`config.mk`:
```
export PLATFORM = sky130hd
export DESIGN_NAME = clk_gate_ctrl
export DESIGN_NICKNAME = d
export VERILOG_FILES = /design/src/rtl/clk_gate_pkg.sv /design/src/rtl/clk_gate_rr_arb.sv /design/src/rtl/clk_gate_ctrl.sv
export SDC_FILE = /design/constraint.sdc
export NUM_CORES = 1
export LEC_CHECK = 0
export ABC_AREA = 1
export CAP_MARGIN = 20
export CELL_PAD_IN_SITES_DETAIL_PLACEMENT = 2
export CELL_PAD_IN_SITES_GLOBAL_PLACEMENT = 2
export CORE_MARGIN = 1.5
export CORE_UTILIZATION = 28
export DETAILED_ROUTE_END_ITERATION = 16
export PLACE_DENSITY_LB_ADDON = 0.12
export SLEW_MARGIN = 25
export SYNTH_ARGS = -nofsm -noshare
export SYNTH_HDL_FRONTEND = slang
export SYNTH_SLANG_ARGS = --single-unit
```
`constraint.sdc`:
```
create_clock -name CLK -period 1.67 [get_ports CLK]
set_input_delay 0.334 -clock CLK [delete_from_list [all_inputs] [get_ports CLK]]
set_output_delay 0.334 -clock CLK [all_outputs]
set_load 0.02 [all_outputs]
```
`src/rtl/clk_gate_pkg.sv`:
```
// Shared types and default parameters for the clock-gating enable controller.
package clk_gate_pkg;

    typedef enum logic [1:0] {
        ST_OFF   = 2'd0,
        ST_WAKE  = 2'd1,
        ST_GRANT = 2'd2,
        ST_IDLE  = 2'd3
    } state_t;

    localparam int DEF_NUM_REQ  = 4;
    localparam int DEF_WAKE_CYC = 2;
    localparam int DEF_IDLE_CYC = 8;

endpackage

```
`src/rtl/clk_gate_rr_arb.sv`:
```
// Combinational round-robin picker: lowest set request at or above the pointer,
// wrapping, found with a double-width masked priority encoder.
module clk_gate_rr_arb #(
    parameter int NUM_REQ = 4,
    parameter int PTR_W   = $clog2(NUM_REQ)
) (
    input  logic [NUM_REQ-1:0] req_i,
    input  logic [PTR_W-1:0]   ptr_i,
    output logic [NUM_REQ-1:0] win_oh_o,
    output logic [PTR_W-1:0]   win_idx_o,
    output logic               valid_o
);

    logic [NUM_REQ-1:0]   hi_mask;
    logic [2*NUM_REQ-1:0] dbl_req;
    logic                 found;

    // Lower copy keeps only bits at/above the pointer; upper copy supplies the wrap.
    always_comb begin
        hi_mask   = ~((NUM_REQ'(1) << ptr_i) - NUM_REQ'(1));
        dbl_req   = {req_i, req_i & hi_mask};
        found     = 1'b0;
        win_idx_o = '0;
        for (int i = 0; i < 2 * NUM_REQ; i++) begin
            if (!found && dbl_req[i]) begin
                found     = 1'b1;
                win_idx_o = PTR_W'(i % NUM_REQ);
            end
        end
    end

    assign valid_o  = |req_i;
    assign win_oh_o = valid_o ? (NUM_REQ'(1) << win_idx_o) : '0;

endmodule

```
`src/rtl/clk_gate_ctrl.sv`:
```
// Clock-gate enable controller: wakes the gated domain on request, grants it
// round-robin, and gates it off after an idle timeout. All outputs are flops.
module clk_gate_ctrl
    import clk_gate_pkg::*;
#(
    parameter int NUM_REQ  = DEF_NUM_REQ,
    parameter int WAKE_CYC = DEF_WAKE_CYC,
    parameter int IDLE_CYC = DEF_IDLE_CYC,
    parameter int CNT_W    = $clog2(((WAKE_CYC > IDLE_CYC) ? WAKE_CYC : IDLE_CYC) + 1)
) (
    input  logic               CLK,
    input  logic               RST,
    input  logic [NUM_REQ-1:0] REQ,
    input  logic               FORCE_ON,
    output logic [NUM_REQ-1:0] GNT,
    output logic               GATE_EN,
    output logic               BUSY,
    output state_t             STATE_DBG
);

    localparam int PTR_W = $clog2(NUM_REQ);

    // Handshake: REQ[i] is a level held for the whole access; GNT[i] rises once
    // the domain is awake and stays until REQ[i] is sampled low, which releases it.

    state_t               state_q, state_d;
    logic [CNT_W-1:0]     cnt_q, cnt_d;
    logic [PTR_W-1:0]     ptr_q, ptr_d;
    logic [PTR_W-1:0]     gidx_q, gidx_d;
    logic [NUM_REQ-1:0]   gnt_q, gnt_d;
    logic                 gate_en_q;
    logic                 busy_q;

    logic [PTR_W-1:0]     arb_ptr;
    logic [NUM_REQ-1:0]   win_oh;
    logic [PTR_W-1:0]     win_idx;
    logic                 any_req;
    logic [PTR_W-1:0]     gidx_next;

    assign gidx_next = (gidx_q == PTR_W'(NUM_REQ - 1)) ? '0 : gidx_q + PTR_W'(1);

    // On a handoff the search must already start past the releasing requester.
    assign arb_ptr = (state_q == ST_GRANT) ? gidx_next : ptr_q;

    clk_gate_rr_arb #(
        .NUM_REQ (NUM_REQ),
        .PTR_W   (PTR_W)
    ) u_arb (
        .req_i     (REQ),
        .ptr_i     (arb_ptr),
        .win_oh_o  (win_oh),
        .win_idx_o (win_idx),
        .valid_o   (any_req)
    );

    always_comb begin
        state_d = state_q;
        cnt_d   = cnt_q;
        ptr_d   = ptr_q;
        gidx_d  = gidx_q;
        gnt_d   = gnt_q;
        case (state_q)
            ST_OFF: begin
                if (any_req) begin
                    state_d = ST_WAKE;
                    cnt_d   = CNT_W'(WAKE_CYC - 1);
                end
            end
            ST_WAKE: begin
                if (cnt_q != '0) begin
                    cnt_d = cnt_q - CNT_W'(1);
                end else if (any_req) begin
                    state_d = ST_GRANT;
                    gnt_d   = win_oh;
                    gidx_d  = win_idx;
                end else begin
                    state_d = ST_IDLE;
                    cnt_d   = CNT_W'(IDLE_CYC - 1);
                end
            end
            ST_GRANT: begin
                if (!REQ[gidx_q]) begin
                    ptr_d = gidx_next;
                    if (any_req) begin
                        gnt_d  = win_oh;
                        gidx_d = win_idx;
                    end else begin
                        gnt_d   = '0;
                        state_d = ST_IDLE;
                        cnt_d   = CNT_W'(IDLE_CYC - 1);
                    end
                end
            end
            ST_IDLE: begin
                if (any_req) begin
                    state_d = ST_GRANT;
                    gnt_d   = win_oh;
                    gidx_d  = win_idx;
                end else if (cnt_q != '0) begin
                    cnt_d = cnt_q - CNT_W'(1);
                end else begin
                    state_d = ST_OFF;
                end
            end
            default: begin
                state_d = ST_OFF;
                gnt_d   = '0;
            end
        endcase
    end

    always_ff @(posedge CLK) begin
        if (RST) begin
            state_q   <= ST_OFF;
            cnt_q     <= '0;
            ptr_q     <= '0;
            gidx_q    <= '0;
            gnt_q     <= '0;
            gate_en_q <= FORCE_ON;
            busy_q    <= 1'b0;
        end else begin
            state_q   <= state_d;
            cnt_q     <= cnt_d;
            ptr_q     <= ptr_d;
            gidx_q    <= gidx_d;
            gnt_q     <= gnt_d;
            gate_en_q <= (state_d != ST_OFF) | FORCE_ON;
            busy_q    <= (state_d != ST_OFF);
        end
    end

    assign GNT       = gnt_q;
    assign GATE_EN   = gate_en_q;
    assign BUSY      = busy_q;
    assign STATE_DBG = state_q;

endmodule

```
Word level (Yosys, flattened, before mapping)
Index checks and enable logic that the tools add are counted.
W data, S select, Z words.

word-level totals
  logic and storage cells = 91
  bits in registers = 16

operators by class
  mux-type cells = 43
  order comparisons = 1
  bitwise operators = 4
  shifts and indexed selects = 2
  reductions and logical operators = 22
  add/sub/neg operators = 3
  equality and inequality tests = 9

operators by type and width
  kind                   count
  $mux W4                10
  $mux W2                17
  $pmux W4 S4            1
  $pmux W4 S3            1
  $mux W1                11
  $ne A2 B2 Y1 const B   5
  $pmux W2 S4            1
  $shl A1 B2 Y4 const A  2
  $logic_and A1 B1 Y1    7
  $logic_not A1 Y1       7
  $eq A2 B2 Y1 const B   3
  $pmux W2 S3            1
  $and A4 B4 Y4          1
  $not A4 Y4             1
  $reduce_and A4 Y1      1
  $reduce_bool A4 Y1     1
  $reduce_or A4 Y1       1
  $sub A4 B1 Y4 const B  1
  $sub A4 B2 Y4 const B  1
  $lt A2 B3 Y1 const B   1
  $reduce_and A3 Y1      1
  $reduce_bool A3 Y1     1
  $add A2 B1 Y2 const B  1
  $bmux W1 S2            1
  6 further kinds        6

Logic depth before layout (Yosys ltp)
  word-level depth = 33
  depth in mapped cells = 14
  depth with buffers taken out = 13

By module
From an unflattened synthesis, not the netlist that was laid out.

unflattened totals
  cells, all modules = 186
  area total of the unflattened synthesis = 1,163.6 sq um

by module, submodules not included
  module           times used  sequential area each (sq um)  area each (sq um)  cells each
  clk_gate_ctrl    1           320.3                         1,017.2            157
  clk_gate_rr_arb  1           0.0                           146.4              29

Least setup slack after synthesis
OpenSTA, ideal clock, no wires.

  path type = flip-flop to flip-flop
  from = reg state_q[1], in the netlist STATE_DBG[1]
  to = reg gnt_q[2], in the netlist GNT[2]
  stages on the path, launching flop included = 13
  slack = 97 ps
  arrival = 1,455 ps
  path through = dfxtp_1 -> buf_6 -> inv_2 -> nor2_2 -> nand2_1 -> nand2_4 -> nand2_4 -> a21oi_4 -> nand4_1 -> nand2_1 -> inv_1 -> nand3_1 -> a21oi_1

on the way
  longest elaborated chain between the ends = 32

ends and longest elaborated chain
  element                            line                                                           source
  start: declaration                 clk_gate_ctrl.sv:26                                            state_t state_q, state_d;
  start signal: assignment           clk_gate_ctrl.sv:122                                           state_q <= state_d;
  $eq A2 B2 Y1                       clk_gate_ctrl.sv:43, clk_gate_ctrl.sv:62
  $mux W2                            clk_gate_ctrl.sv:43                                            assign arb_ptr = (state_q == ST_GRANT) ? gidx_next : ptr_q;
  $shl A1 B2 Y4                      clk_gate_rr_arb.sv:20                                          hi_mask = ~((NUM_REQ'(1) << ptr_i) - NUM_REQ'(1));
  $sub A4 B2 Y4                      clk_gate_rr_arb.sv:20
  $not A4 Y4                         clk_gate_rr_arb.sv:20
  $and A4 B4 Y4                      clk_gate_rr_arb.sv:21                                          dbl_req = {req_i, req_i & hi_mask};
  $mux W1                            clk_gate_rr_arb.sv:25                                          if (!found && dbl_req[i]) begin
  $logic_not A1 Y1                   clk_gate_rr_arb.sv:25
  [... 16 more ...]                  -
  $mux W1                            clk_gate_rr_arb.sv:25
  $logic_not A1 Y1                   clk_gate_rr_arb.sv:25
  $logic_and A1 B1 Y1                clk_gate_rr_arb.sv:25
  $mux W2                            clk_gate_rr_arb.sv:25
  $shl A1 B2 Y4                      clk_gate_rr_arb.sv:33                                          assign win_oh_o = valid_o ? (NUM_REQ'(1) << win_idx_o) : '0;
  $mux W4, on equally long branches  clk_gate_ctrl.sv:84, clk_gate_ctrl.sv:72, clk_gate_ctrl.sv:95
  $mux W4, on equally long branches  clk_gate_ctrl.sv:82, clk_gate_ctrl.sv:70
  $pmux W4 S3                        clk_gate_ctrl.sv:62                                            case (state_q)
  end signal: assignment             clk_gate_ctrl.sv:126                                           gnt_q <= gnt_d;
  end: declaration                   clk_gate_ctrl.sv:30                                            logic [NUM_REQ-1:0] gnt_q, gnt_d;

Several ways; a longest one is shown, not always the timed one. The select of a mux whose other input is x is not followed.
A chain may end at the register's enable or synchronous reset.

Worst setup path after layout
  from = reg gidx_q[1]
  to = reg gnt_q[0], in the netlist GNT[0]

on the way
  longest elaborated chain between the ends = 33

ends and longest elaborated chain
  element                                        line                                                           source
  start: declaration                             clk_gate_ctrl.sv:29                                            logic [PTR_W-1:0] gidx_q, gidx_d;
  start signal: assignment                       clk_gate_ctrl.sv:125                                           gidx_q <= gidx_d;
  $add A2 B1 Y2 or $eq A2 B2 Y1 (tied branches)  clk_gate_ctrl.sv:40                                            assign gidx_next = (gidx_q == PTR_W'(NUM_REQ - 1)) ? '0 : gidx_q + PTR_W'(1);
  $mux W2 (*)                                    clk_gate_ctrl.sv:40
  net gidx_next[1]                               clk_gate_ctrl.sv:38                                            logic [PTR_W-1:0] gidx_next;
  $mux W2 (*)                                    clk_gate_ctrl.sv:43
  $shl A1 B2 Y4 (*)                              clk_gate_rr_arb.sv:20
  $sub A4 B2 Y4 (*)                              clk_gate_rr_arb.sv:20
  $not A4 Y4 (*)                                 clk_gate_rr_arb.sv:20
  $and A4 B4 Y4 (*)                              clk_gate_rr_arb.sv:21
  [... 18 more ...]                              -
  $mux W1                                        clk_gate_rr_arb.sv:25
  $logic_not A1 Y1                               clk_gate_rr_arb.sv:25
  $logic_and A1 B1 Y1                            clk_gate_rr_arb.sv:25
  $mux W2 (*)                                    clk_gate_rr_arb.sv:25
  $shl A1 B2 Y4 (*)                              clk_gate_rr_arb.sv:33
  $mux W4, on equally long branches              clk_gate_ctrl.sv:84, clk_gate_ctrl.sv:72, clk_gate_ctrl.sv:95
  $mux W4, on equally long branches              clk_gate_ctrl.sv:82, clk_gate_ctrl.sv:70
  $pmux W4 S3 (*)                                clk_gate_ctrl.sv:62

Mark *: on every way through the listed nets, which the timed path passes. The rest lies on a longest branch. The select of a mux whose other input is x is not followed.

==> flow_summary.ini <==
[global_routing]
grt_overflow = 0
grt_use_total_pct = 18.1
antenna_found_initial = 0
grt_pass1_vias = 1244
grt_pass1_wl_um = 5750
grt_max_degree = 10

[setup_path]
rr_startpoint = gidx_q[1]
slowest_delay_ns = 0.37
endpoint = GNT[0]
slowest_stage = dfxtp_4
startpoint = gidx_q[1]
arrival_ns = 1.86
rr_endpoint = GNT[0]
worstSetupPathType = flip-flop to flip-flop
reg2reg_slack_ns = 0.003
path_common_cell = nand2_4
cp.required_ns = 1.86
cp_max_fo = 4
critPathCaptureType = flip-flop
cp_cell_sequence = ha_4 -> nand3_4 -> nand2_4 -> nand2_4 -> a21oi_4 -> nand4_1 -> nand2_2 -> inv_2 -> nand2_1 -> a21oi_2
cp-start-kind = flip-flop
r2r_cells = 10

[synthesis]
synth_top_flop_cell = dfxtp_1
ys_warn_count = 0
ys_seq_area_share_pct = 31.6
synth_fp_nets = 161
synth_area_leaders = dfxtp_1, nand2_1, inv_1, a21oi_1, nor2_1
synth_common_cells = nand2_1, inv_1, nor2_1
synth.top_cell.area_share_pct = 31.6
post-synth-top-count-cell = nand2_1
synth_area_um2 = 1010
yosysUniqueCellTypes = 26
syn_area_per_cell_um2 = 6.67
synth_top_cell_by_area = dfxtp_1
synth-seq-cells = 16
netlist_instances = 152
synth_edf_count = 0
async_flop_share_pct = 0

[detailed_routing]
drtPass1Iterations = 3
avgViaCountPerCell = 4.81
ant_nets = 0
drt-initial-drc-count = 21
drc = 0
num_vias = 1116
wl_per_cell_um = 16.8
wl_um = 3900

[power]
leakage_nw = 0.692
clkPwrFrac_pct = 9.3
swShare_pct = 49.0
ir_drop_uv = 745
comb_power_share_pct = 68.5
powerDensity_nw_per_um2 = 1840
p_total_mw = 2.87
p_int_mw = 1.46
p_switching_mw = 1.41
pwr-share-seq_pct = 22.2

[sta]
grt_setup_unrepaired = yes
finalCritPeriodShare_pct = 99.8
fin_crit_ns = 1.67
setup_ws_ns = 0.00305
tns_ns = 0
hold_violations = 0
final_max_slew_viol_count = 0
skew_ns = 0.00228
finalSetupViolCount = 0
worst_slew_pin_slew_ns = 0.461
slew-limit-headroom_pct = 69.1
fmax_mhz = 600

[placed_design]
io_buffers = 14
dpl_worst_slack_ns = -0.389
hpwl_um = 2610
placed_cell_area_um2 = 1330
gp_congestion = 0.806

[final_layout]
nets = 196
antennaDiodeCount = 0
area_delta_synth_final_pct = 53.6
fill_cells = 388
multiInputGateArea_um2 = 744
design_area_um2 = 1560
drive_above_1_share_pct = 41.9
seqCellArea_um2 = 330

[outcome]
status = completed

[job]
maxCapViolCount = 0

[clock_network]
tritoncts = done
numClockSinks = 16
cts_hold_buf = 0
numCtsBuffers = 3
clkTransAtPathRegs_ns = 0.10
clock_path_buffers = 2
cts-root-buf = clkbuf_4
cts_max_level = 1
insertion_delay_ns = 0.29

[die]
die_y_um = 63.2
die_w_um = 63.2
coreArea_um2 = 3420
die-area_um2 = 3990
pin_count = 15
start_util_pct = 29.7
core.rowCount = 21

[min_path]
hold_path_class = flip-flop to flip-flop
==> power groups by stage <==
| stage | registers, mW | logic (mW) | clock network (mW) |
|---|---|---|---|
| 3_3_place_gp | 0.603 | 1.52 | 0 |
| 2_1_floorplan | 0.671 | 0.893 | 0 |
| 6_report | 0.639 | 1.97 | 0.266 |
| 4_1_cts | 0.622 | 1.74 | 0.277 |
| 3_5_place_dp | 0.603 | 1.59 | 0 |
| 5_1_grt | 0.655 | 2.15 | 0.293 |
==> metal layers <==
metal | GRT usage (%) | share of wire (%) | vias to the layer above
met5 | 0 | 0 | -
met4 | 4.17 | 0.54 | 0
met3 | 3.04 | 1.7 | 2
met2 | 31.9 | 53 | 10
met1 | 23.0 | 45 | 545
li1 | - | - | 559
==> sequential cells by signal, indices dropped and copies added (netlist names) <==
name       cells
BUSY           1
cnt_q          4
GATE_EN        1
STATE_DBG      2
ptr_q          2
gidx_q         2
GNT            4
==> worst min path at each step <==
stage / endpoint / slack, ns / from / cells past startpoint
after floorplan: GATE_EN / 0.43 / FORCE_ON / 1
after global placement: GNT[3] / 0.45 / GNT[3] / 2
after detailed placement: GNT[3] / 0.46 / GNT[3] / 2
after CTS: GNT[3] / 0.48 / GNT[3] / 2
after global routing: GNT[2] / 0.52 / GNT[2] / 2
final: GNT[0] / 0.49 / GNT[0] / 2
==> cell families (layout without fill, tap and decap cells) <==
group	after synthesis	in the layout	share of synthesized area, %
and+or+nand+nor	68	68	33.6
buffers and inverters	30	64	12.0
AOI/OAI and AO/OA	36	36	20.4
adders and majority gates	2	2	2.47
DFF	16	16	31.6
==> worst max-delay path, delay by kind of cell, from the launching register on <==
family / cells / cell delay [ns]
and+or+nand+nor: 6 / 0.61
DFF: 1 / 0.37
adders and majority gates: 1 / 0.28
AOI/OAI and AO/OA: 2 / 0.23
buffers and inverters: 1 / 0.07
==> layout by cell type, fill, tap and decap left out <==
cell type	Yosys	layout
dfxtp_4	0	2
nand3_1	7	2
nand3_2	2	3
inv_4	0	1
o31ai_2	0	1
o31ai_1	2	1
dlygate4sd2_1	0	2
o22ai_1	2	2
nor2_4	1	5
inv_1	23	17
a21oi_1	16	10
a21oi_4	1	1
a22oi_2	0	1
or2_1	1	1
nor2_1	18	12
clkbuf_8	0	1
o21a_1	1	1
inv_2	5	10
dfxtp_2	0	2
clkbuf_4	0	3
buf_4	0	18
a211oi_1	1	1
o21ai_1	2	7
clkdlybuf4s50_1	0	9
o21ai_0	10	5
nand2_4	4	6
dlymetal6s2s_1	0	3
ha_4	0	2
a21oi_2	0	6
nand2_2	4	6
nor2_2	3	5
nand2_1	25	21
dfxtp_1	16	12
nand4_1	2	2
nor3_2	0	1
nand3_4	0	4
==> cell type report <==
cell class / count / share of cell area, %
timing repair buffer: 32 / 18.0
inverter: 28 / 6.91
clock buffer: 4 / 2.33
sequential: 16 / 21.2
multi-input combinational: 106 / 47.8
tap: 46 / 3.70
==> what timing repair did <==
action,in CTS,in global routing
pin swaps,5,8
resized for setup,21,39
endpoints found under the setup margin,12,15
buffers inserted,0,0
==> stage by stage <==
| step | hold WS [ns] | instances | utilization (%) |
|---|---|---|---|
| 6_report | 0.488 | 232 | 45.6 |
| 5_1_grt | 0.519 | 232 | 45.6 |
| 3_3_place_gp | 0.454 | 228 | 38.9 |
| 3_5_place_dp | 0.463 | 228 | 38.9 |
| 2_1_floorplan | 0.434 | 152 | - |
| 4_1_cts | 0.478 | 232 | 42.2 |
Note: power is estimated with default switching activity, not from simulation.
